--- src/rtl/alu8_pkg.sv ---
// alu8_pkg: shared constants for the alu8 pipeline slice.
// Holds the opcode encodings, the signed saturation values and
// default widths used by alu8_core and alu8_pipe_unit.
package alu8_pkg;

  localparam int unsigned DATA_W    = 8;
  localparam int unsigned OP_W      = 2;
  localparam int unsigned CNT_W_DEF = 16;

  // Opcode encodings carried on in_op / out_op
  localparam logic [OP_W-1:0] OP_ADD = 2'b00;
  localparam logic [OP_W-1:0] OP_SUB = 2'b01;
  localparam logic [OP_W-1:0] OP_AND = 2'b10;
  localparam logic [OP_W-1:0] OP_OR  = 2'b11;

  // Signed saturation limits for an 8-bit result
  localparam logic [DATA_W-1:0] SAT_POS = 8'h7F;
  localparam logic [DATA_W-1:0] SAT_NEG = 8'h80;

endpackage : alu8_pkg

--- src/rtl/alu8_core.sv ---
// alu8_core: purely combinational 8-bit ALU datapath.
// Optional build macro: ALU_SAT_EN -- when defined, an ADD/SUB that
// overflows returns the signed limit (SAT_POS / SAT_NEG) instead of the
// wrapped result; carry and ovf are reported unchanged.
// Ports:
//   a, b   in  WIDTH  operands
//   op     in  2      opcode (ADD/SUB/AND/OR)
//   res    out WIDTH  result (saturated when enabled and ovf=1)
//   carry  out 1      ADD carry-out, SUB borrow (a<b), else 0
//   ovf    out 1      signed overflow for ADD/SUB, else 0
module alu8_core
  import alu8_pkg::*;
#(
  parameter int unsigned WIDTH = DATA_W
) (
  input  logic [WIDTH-1:0] a,
  input  logic [WIDTH-1:0] b,
  input  logic [1:0]       op,
  output logic [WIDTH-1:0] res,
  output logic             carry,
  output logic             ovf
);

  localparam int unsigned MSB = WIDTH - 1;

`ifdef ALU_SAT_EN
  localparam bit SAT_EN = 1'b1;
`else
  localparam bit SAT_EN = 1'b0;
`endif

  logic [WIDTH:0]   sum_c;
  logic [WIDTH:0]   diff_c;
  logic [WIDTH-1:0] raw_c;
  logic [WIDTH-1:0] sat_c;

  // One extra bit so the top bit is carry-out / borrow directly
  assign sum_c  = {1'b0, a} + {1'b0, b};
  assign diff_c = {1'b0, a} - {1'b0, b};

  // On overflow the true result always has the sign of operand a
  assign sat_c = a[MSB] ? WIDTH'(SAT_NEG) : WIDTH'(SAT_POS);

  // Opcode decode: wrapped result plus flags
  always_comb begin
    raw_c = '0;
    carry = 1'b0;
    ovf   = 1'b0;
    case (op)
      OP_ADD: begin
        raw_c = sum_c[WIDTH-1:0];
        carry = sum_c[WIDTH];
        ovf   = (a[MSB] == b[MSB]) && (sum_c[MSB] != a[MSB]);
      end
      OP_SUB: begin
        raw_c = diff_c[WIDTH-1:0];
        carry = diff_c[WIDTH];
        ovf   = (a[MSB] != b[MSB]) && (diff_c[MSB] != a[MSB]);
      end
      OP_AND: raw_c = a & b;
      OP_OR:  raw_c = a | b;
      default: raw_c = '0;
    endcase
  end

  assign res = (SAT_EN && ovf) ? sat_c : raw_c;

endmodule : alu8_core

--- src/rtl/alu8_pipe_unit.sv ---
// alu8_pipe_unit: two-stage pipelined 8-bit ALU with valid/ready on both
// sides and full backpressure (one operation per cycle sustained).
// Stage 1 (s1) captures the operand transaction; the output register holds
// the result and flags computed by alu8_core until the consumer takes it.
// Optional build macro: ALU_SAT_EN (signed saturation inside alu8_core).
// Ports:
//   clk, rst_n           clock, synchronous active-low reset
//   in_valid/in_ready    operand handshake (in_ready is combinational)
//   in_a, in_b, in_op    operands and opcode
//   out_valid/out_ready  result handshake
//   out_res, out_carry, out_ovf, out_zero, out_op   registered result
//   op_cnt               count of retired results, wraps
module alu8_pipe_unit
  import alu8_pkg::*;
#(
  parameter int unsigned WIDTH = DATA_W,
  parameter int unsigned CNT_W = CNT_W_DEF
) (
  input  logic             clk,
  input  logic             rst_n,
  input  logic             in_valid,
  output logic             in_ready,
  input  logic [WIDTH-1:0] in_a,
  input  logic [WIDTH-1:0] in_b,
  input  logic [1:0]       in_op,
  output logic             out_valid,
  input  logic             out_ready,
  output logic [WIDTH-1:0] out_res,
  output logic             out_carry,
  output logic             out_ovf,
  output logic             out_zero,
  output logic [1:0]       out_op,
  output logic [CNT_W-1:0] op_cnt
);

  logic             s1_valid;
  logic [WIDTH-1:0] s1_a;
  logic [WIDTH-1:0] s1_b;
  logic [1:0]       s1_op;

  logic             s1_adv;
  logic             accept;
  logic             retire;

  logic [WIDTH-1:0] core_res;
  logic             core_carry;
  logic             core_ovf;

  // s1 may move forward whenever the output register is empty or draining
  assign s1_adv   = ~out_valid | out_ready;
  assign in_ready = ~s1_valid | s1_adv;
  assign accept   = in_valid & in_ready;
  assign retire   = out_valid & out_ready;

  // Stage 1: operand capture
  always_ff @(posedge clk) begin
    if (!rst_n) begin
      s1_valid <= 1'b0;
      s1_a     <= '0;
      s1_b     <= '0;
      s1_op    <= '0;
    end else if (accept) begin
      s1_valid <= 1'b1;
      s1_a     <= in_a;
      s1_b     <= in_b;
      s1_op    <= in_op;
    end else if (s1_adv) begin
      s1_valid <= 1'b0;
    end
  end

  alu8_core #(
    .WIDTH (WIDTH)
  ) u_core (
    .a     (s1_a),
    .b     (s1_b),
    .op    (s1_op),
    .res   (core_res),
    .carry (core_carry),
    .ovf   (core_ovf)
  );

  // Stage 2: output register, held stable while stalled
  always_ff @(posedge clk) begin
    if (!rst_n) begin
      out_valid <= 1'b0;
      out_res   <= '0;
      out_carry <= 1'b0;
      out_ovf   <= 1'b0;
      out_zero  <= 1'b0;
      out_op    <= '0;
    end else if (s1_adv) begin
      out_valid <= s1_valid;
      if (s1_valid) begin
        out_res   <= core_res;
        out_carry <= core_carry;
        out_ovf   <= core_ovf;
        out_zero  <= (core_res == '0);
        out_op    <= s1_op;
      end
    end
  end

  // Retired-result counter
  always_ff @(posedge clk) begin
    if (!rst_n) begin
      op_cnt <= '0;
    end else if (retire) begin
      op_cnt <= op_cnt + CNT_W'(1);
    end
  end

endmodule : alu8_pipe_unit
--- config.mk ---
export PLATFORM = sky130hd
export DESIGN_NAME = alu8_pipe_unit
export DESIGN_NICKNAME = d
export VERILOG_FILES = /design/src/rtl/alu8_pkg.sv /design/src/rtl/alu8_core.sv /design/src/rtl/alu8_pipe_unit.sv
export SDC_FILE = /design/constraint.sdc
export NUM_CORES = 1
export LEC_CHECK = 0
export CAP_MARGIN = 20
export CORE_UTILIZATION = 48
export CTS_CLUSTER_DIAMETER = 40
export CTS_CLUSTER_SIZE = 10
export DETAILED_ROUTE_END_ITERATION = 10
export PLACE_DENSITY = 0.84
export SLEW_MARGIN = 20
export SYNTH_ARGS = -nofsm -noshare
export SYNTH_HDL_FRONTEND = slang
export SYNTH_SLANG_ARGS = --single-unit
--- constraint.sdc ---
create_clock -name clk -period 2.5 [get_ports clk]
set_clock_uncertainty 0.2 [all_clocks]
set_input_delay 0.5 -clock clk [delete_from_list [all_inputs] [get_ports clk]]
set_output_delay 0.5 -clock clk [all_outputs]
set_load 0.01 [all_outputs]
==> results.py, run 1 <==
metrics = {
    "global_route": {
        "grt_pass1_wl_um": 10700,
        "grt_max_degree": 47,
        "grt_pass1_vias": 2356,
        "gr-total-overflow": 0,
        "track_usage": 0.212,
        "antenna_found_initial": 0,
    },
    "timing": {
        "hold_viol": 0,
        "relSlewSlack": 0.515,
        "setup_viol": 0,
        "rsz0062_at_grt": "true",
        "fmax_mhz": 408,
        "worst-slew-pin-transition_ns": 0.727,
        "hold_ws_ns": 0.257,
        "period_minus_slack_ns": 2.45,
        "timing.final.max_slew_violations": 0,
        "fin_crit_sh": 0.982,
    },
    "clock_tree": {
        "cts_tree": "yes",
        "cts_sinks": 49,
        "cts_buffer_depth": 2,
        "cts_inserted_buffers": 5,
        "cts_htree_levels": 2,
        "clk_latency_ns": 0.31,
        "root_buffer": "clkbuf_8",
        "path_clk_slew_ns": 0.10,
    },
    "logic_synthesis": {
        "synthTopCellsByCount": "nand2_1 (62), dfxtp_1 (49), a21oi_1 (42)",
        "yosysTopAreaCell": "dfxtp_1",
        "synth_enable_flop_cells": 0,
        "ys_top_cells_by_area": "dfxtp_1 (34%), ha_1 (11%), nand2_1 (8.0%)",
        "async_reset_ff_frac": 0,
        "yosysTopAreaCellShare": 0.337,
        "yosysUniqueCellTypes": 52,
        "synth_area_per_cell_um2": 7.88,
        "synth_nets": 418,
        "ys_ff_latch": 49,
        "ys_seq_area_frac": 0.337,
        "synth_ff_type": "dfxtp_1",
        "yosysWarnings": 0,
        "synthCells": 369,
        "synth_most_common_cell": "nand2_1",
        "syn_area_mm2": 0.00291,
    },
    "worst_setup_path": {
        "worstSetupStartpointType": "flip-flop",
        "required_ns": 2.57,
        "arrival_ns": 2.52,
        "crit_path_end_kind": "flip-flop",
        "crit_type": "reg -> reg",
        "worst-path-max-fanout": 4,
    },
    "finish": {
        "antenna_cells": 0,
        "drive_gt1_frac": 0.126,
        "area_growth_pct": 28.3,
        "fillCellCount": 466,
        "finalNetCount": 476,
        "final_core_util": 0.658,
    },
    "route": {
        "dr.pass1.iters": 5,
        "routedWlPerCell_um": 13.3,
        "ant_nets": 0,
        "drt_iter0_markers": 208,
        "wirelength_um": 6650,
        "vias": 2714,
        "routed_via_density": 5.43,
        "drcViolationCount": 0,
    },
    "floorplanning": {
        "io_pins": 53,
        "start_util": 0.513,
        "die-height_um": 79.9,
        "fp.dieArea_mm2": 0.00638,
        "core_mm2": 0.00568,
        "die-width_um": 79.9,
        "rows": 27,
    },
    "power": {
        "power_density_mw_per_mm2": 487,
        "cellLeakagePower_nw": 1.48,
        "ir_drop_uv": 258,
    },
    "place": {
        "place_congestion": 0.890,
        "dp_hpwl_um": 4790,
        "io_buffers": 52,
    },
    "flow_run": {
        "max_cap_viol_count": 0,
    },
    "worst_hold_path": {
        "holdCritPathClass": "reg -> reg",
    },
    "run_status": {
        "outcome": "finished clean",
    },
}
-- final timing paths --
path	slack [ns]	to	cells after the start	startpoint
worst max-delay path	0.05	out_zero	9	s1_b[0]
worst min-delay path	0.26	out_res[3]	2	out_res[3]
worst max register to register	0.05	out_zero	9	s1_b[0]
worst min register to register	0.26	out_res[3]	2	out_res[3]
-- area by class of cell --
type,instances,area (µm²),share of cell area
Inverter,26,97.6,0.0261
Tap cell,72,90.1,0.0241
Clock inverter,3,43.8,0.0117
Timing Repair Buffer,69,647,0.173
Multi-Input combinational cell,276,1790,0.480
Clock buffer,5,68.8,0.0184
Sequential cell,49,995,0.267
-- logic make-up (layout without fill, tap and decap cells) --
| logic type | count (synthesis) | count (layout) | synth area share |
|---|---|---|---|
| flops | 49 | 49 | 0.337 |
| simple gates | 135 | 135 | 0.210 |
| xor+xnor | 17 | 17 | 0.0512 |
| compound gates | 93 | 93 | 0.202 |
| buf+inv | 44 | 103 | 0.0645 |
| fa+ha+maj | 27 | 27 | 0.121 |
| mux | 4 | 4 | 0.0138 |
-- cell usage in the layout (no fill, tap or decap), drive strengths merged, types with 5 or more instances in the layout --
master,netlist,final
buf,11,17
nand2,62,62
nand4,5,5
nand3,5,5
or3,5,5
a211oi,6,6
nor2,39,39
ha,25,25
clkdlybuf4s50,0,51
xnor2,7,7
clkbuf,7,5
inv,26,27
a21oi,44,44
o21ai,18,18
and3,5,5
xor2,10,10
dfxtp,49,49
-- registers in the layout, summed over array words and instances (netlist names) --
register	flops
out_res	8
s1_a	8
out_valid	1
s1_b	8
out_carry	1
s1_op	2
op_cnt	16
out_zero	1
out_op	2
out_ovf	1
s1_valid	1
-- worst max-delay path, cell delays in order, from the launching register on --
cell	delay, ns
dfxtp_2	0.36
ha_1	0.24
fa_1	0.41
and3_2	0.22
nor3_1	0.18
o21ai_0	0.11
o21ai_1	0.15
nand4_1	0.14
a2111oi_2	0.23
a31o_1	0.17
-- through the flow --
step | instances | cell area [µm²] | power (W) | setup slack (ns) | TNS (ns)
after floorplan | 369 | 2910 | 0.00110 | 0.172 | 0
after global placement | 491 | 3550 | 0.00122 | 0.0256 | 0
after detailed placement | 491 | 3550 | 0.00123 | -0.0482 | -0.0482
after CTS | 499 | 3660 | 0.00181 | 0.00274 | 0
after global routing | 500 | 3730 | 0.00190 | -0.0603 | -0.0795
final | 500 | 3730 | 0.00182 | 0.0461 | 0
-- layer usage --
| layer | vias up | share of wire | GRT usage |
|---|---|---|---|
| li1 | 1372 | - | - |
| met1 | 1204 | 0.46 | 0.286 |
| met2 | 114 | 0.46 | 0.338 |
| met3 | 24 | 0.056 | 0.0377 |
| met4 | 0 | 0.028 | 0.0714 |
| met5 | - | 0 | 0 |
-- repair_timing --
action,4_1_cts,5_1_grt
gates resized for setup,3,19
pin swaps,0,2
endpoints found under the setup margin,3,5
hold buffers,0,0
setup buffers,0,1
-- power by group --
part	leakage (nW)	total [W]	internal, W	switching (W)
registers	0.403	0.000838	0.000811	0.0000271
clock network	0.0585	0.000588	0.000300	0.000288
logic	1.02	0.000393	0.000186	0.000207
(Power assumes the default switching activity.)
==> run 2, diff against run 1 <==
==> constraint.sdc (replaced) <==
create_clock -name clk -period 2.5 [get_ports clk]
set_clock_uncertainty 0.2 [all_clocks]
set_input_delay 0.625 -clock clk [delete_from_list [all_inputs] [get_ports clk]]
set_output_delay 0.625 -clock clk [all_outputs]
set_load 0.01 [all_outputs]
==> run 2 against run 1 <==
Effect of this change:
- power down 5.7%
- register-to-register slack about the same
- combinational power up 1%
- clock-buffer cell count up 1
- sequential power about the same
- flip-flop and latch count unchanged
- critical path depth up 1
- fmax about the same
==> results.py, run 2 (synthesis gave the netlist of run 1 again) <==
metrics = {
    "power": {
        "p_comb_frac": 0.231,
        "switching_power_w": 0.000518,
        "power_density_mw_per_mm2": 462,
        "netSwitchingFraction": 0.302,
        "cellLeakagePower_nw": 1.49,
        "p_int_w": 0.00120,
        "ir_drop_uv": 233,
        "power.share.sequential": 0.487,
        "total_power_w": 0.00172,
        "pwr-share-clk": 0.282,
    },
    "global_route": {
        "track_usage": 0.214,
        "grt_pass1_vias": 2521,
        "grt_max_degree": 25,
        "grt_pass1_wl_um": 10900,
        "gr-total-overflow": 0,
        "antenna_found_initial": 0,
    },
    "floorplanning": {
        "rows": 27,
        "start_util": 0.513,
        "core_mm2": 0.00568,
        "fp.dieArea_mm2": 0.00638,
        "io_pins": 53,
        "die-height_um": 79.9,
        "die-width_um": 79.9,
    },
    "route": {
        "routed_via_density": 5.44,
        "routedWlPerCell_um": 13.1,
        "vias": 2738,
        "dr.pass1.iters": 4,
        "drt_iter0_markers": 187,
        "drcViolationCount": 0,
        "wirelength_um": 6610,
        "ant_nets": 0,
    },
    "worst_setup_path": {
        "worst-path-max-fanout": 3,
        "crit_path_end_kind": "flip-flop",
        "arrival_ns": 2.47,
        "crit_type": "reg -> reg",
        "worstSetupStartpointType": "flip-flop",
        "required_ns": 2.52,
    },
    "finish": {
        "regMostFlops": "op_cnt",
        "finalNetCount": 479,
        "largest_register_ffs": 16,
        "antenna_cells": 0,
        "fillCellCount": 477,
        "drive_gt1_frac": 0.128,
        "final_cell_mix": "nand2_1 (62), clkdlybuf4s50_1 (51), dfxtp_1 (43)",
        "area_growth_pct": 27.7,
        "layout.cells.non_filler": 503,
        "mostFrequentLayoutCell": "nand2_1",
    },
    "clock_tree": {
        "cts_buffer_depth": 2,
        "root_buffer": "clkbuf_8",
        "cts_tree": "yes",
        "cts_sinks": 49,
        "clk_latency_ns": 0.31,
        "path_clk_slew_ns": 0.10,
        "cts_htree_levels": 2,
        "cts_inserted_buffers": 5,
    },
    "run_status": {
        "outcome": "finished clean",
    },
    "worst_hold_path": {
        "holdCritPathClass": "reg -> reg",
    },
    "timing": {
        "fin_crit_sh": 0.981,
        "setup_viol": 0,
        "relSlewSlack": 0.687,
        "period_minus_slack_ns": 2.45,
        "hold_ws_ns": 0.257,
        "hold_viol": 0,
        "timing.final.max_slew_violations": 0,
        "rsz0062_at_grt": "true",
        "worst-slew-pin-transition_ns": 0.469,
        "fmax_mhz": 408,
    },
    "place": {
        "io_buffers": 52,
        "dp_hpwl_um": 4900,
        "place_congestion": 0.862,
        "place_inst": 495,
    },
    "flow_run": {
        "max_cap_viol_count": 0,
    },
}
==> run 2: final cells by class <==
class | count | area, µm² | area share
clock inverter | 2 | 13.8 | 0.00370
sequential | 49 | 993 | 0.267
clock buffer | 6 | 72.6 | 0.0195
tap | 72 | 90.1 | 0.0243
multi-input combinational | 276 | 1770 | 0.476
timing repair buffer | 72 | 678 | 0.183
inverter | 26 | 97.6 | 0.0263
==> run 2: worst max-delay path: stages (launching register included) <==
cell     delay [ns]
dfxtp_2        0.34
inv_2          0.06
ha_2           0.19
fa_2           0.20
nor2_1         0.07
o311a_1        0.32
o311a_1        0.32
a21oi_2        0.15
mux2i_2        0.27
nand2_1        0.08
a31o_1         0.17
==> run 2: metal layers <==
layer	vias to the layer above	track usage	share of wire
met3	13	0.0389	0.059
met2	99	0.357	0.47
met1	1258	0.277	0.45
met4	0	0.0696	0.017
li1	1368	-	-
met5	-	0	0
==> run 2: per-stage QoR <==
| stage | setup slack (ns) | cell area (µm²) | TNS [ns] | utilization |
|---|---|---|---|---|
| floorplan | 0.172 | 2910 | 0 | - |
| CTS | 0.00771 | 3690 | 0 | 0.651 |
| finish | 0.0477 | 3710 | 0 | 0.655 |
| detailed placement | -0.269 | 3590 | -0.626 | 0.633 |
| global placement | -0.225 | 3590 | -0.295 | 0.633 |
| global route | -0.0562 | 3710 | -0.0562 | 0.655 |
==> run 2: what timing repair did <==
item,4_1_cts,5_1_grt
setup buffers,0,0
endpoints found under the setup margin,2,6
resized for setup,5,16
pin swaps,0,1
hold buffers,0,0
==> run 2: path summary, 6_finish.rpt <==
| path | cells past startpoint | slack, ns | to | from |
|---|---|---|---|---|
| setup / recovery | 10 | 0.05 | out_zero | s1_a[0] |
| hold reg to reg | 2 | 0.26 | out_op[1] | out_op[1] |
| setup reg to reg | 10 | 0.05 | out_zero | s1_a[0] |
| hold / removal | 2 | 0.26 | out_op[1] | out_op[1] |
==> run 2: power by group through the flow <==
| stage | Clock, W | Combinational [W] | Sequential [W] |
|---|---|---|---|
| 4_1_cts | 0.000491 | 0.000386 | 0.000836 |
| 3_3_place_gp | 0 | 0.000370 | 0.000852 |
| 5_1_grt | 0.000513 | 0.000436 | 0.000841 |
| 3_5_place_dp | 0 | 0.000379 | 0.000854 |
| 6_report | 0.000483 | 0.000397 | 0.000836 |
| 2_1_floorplan | 0 | 0.000243 | 0.000855 |
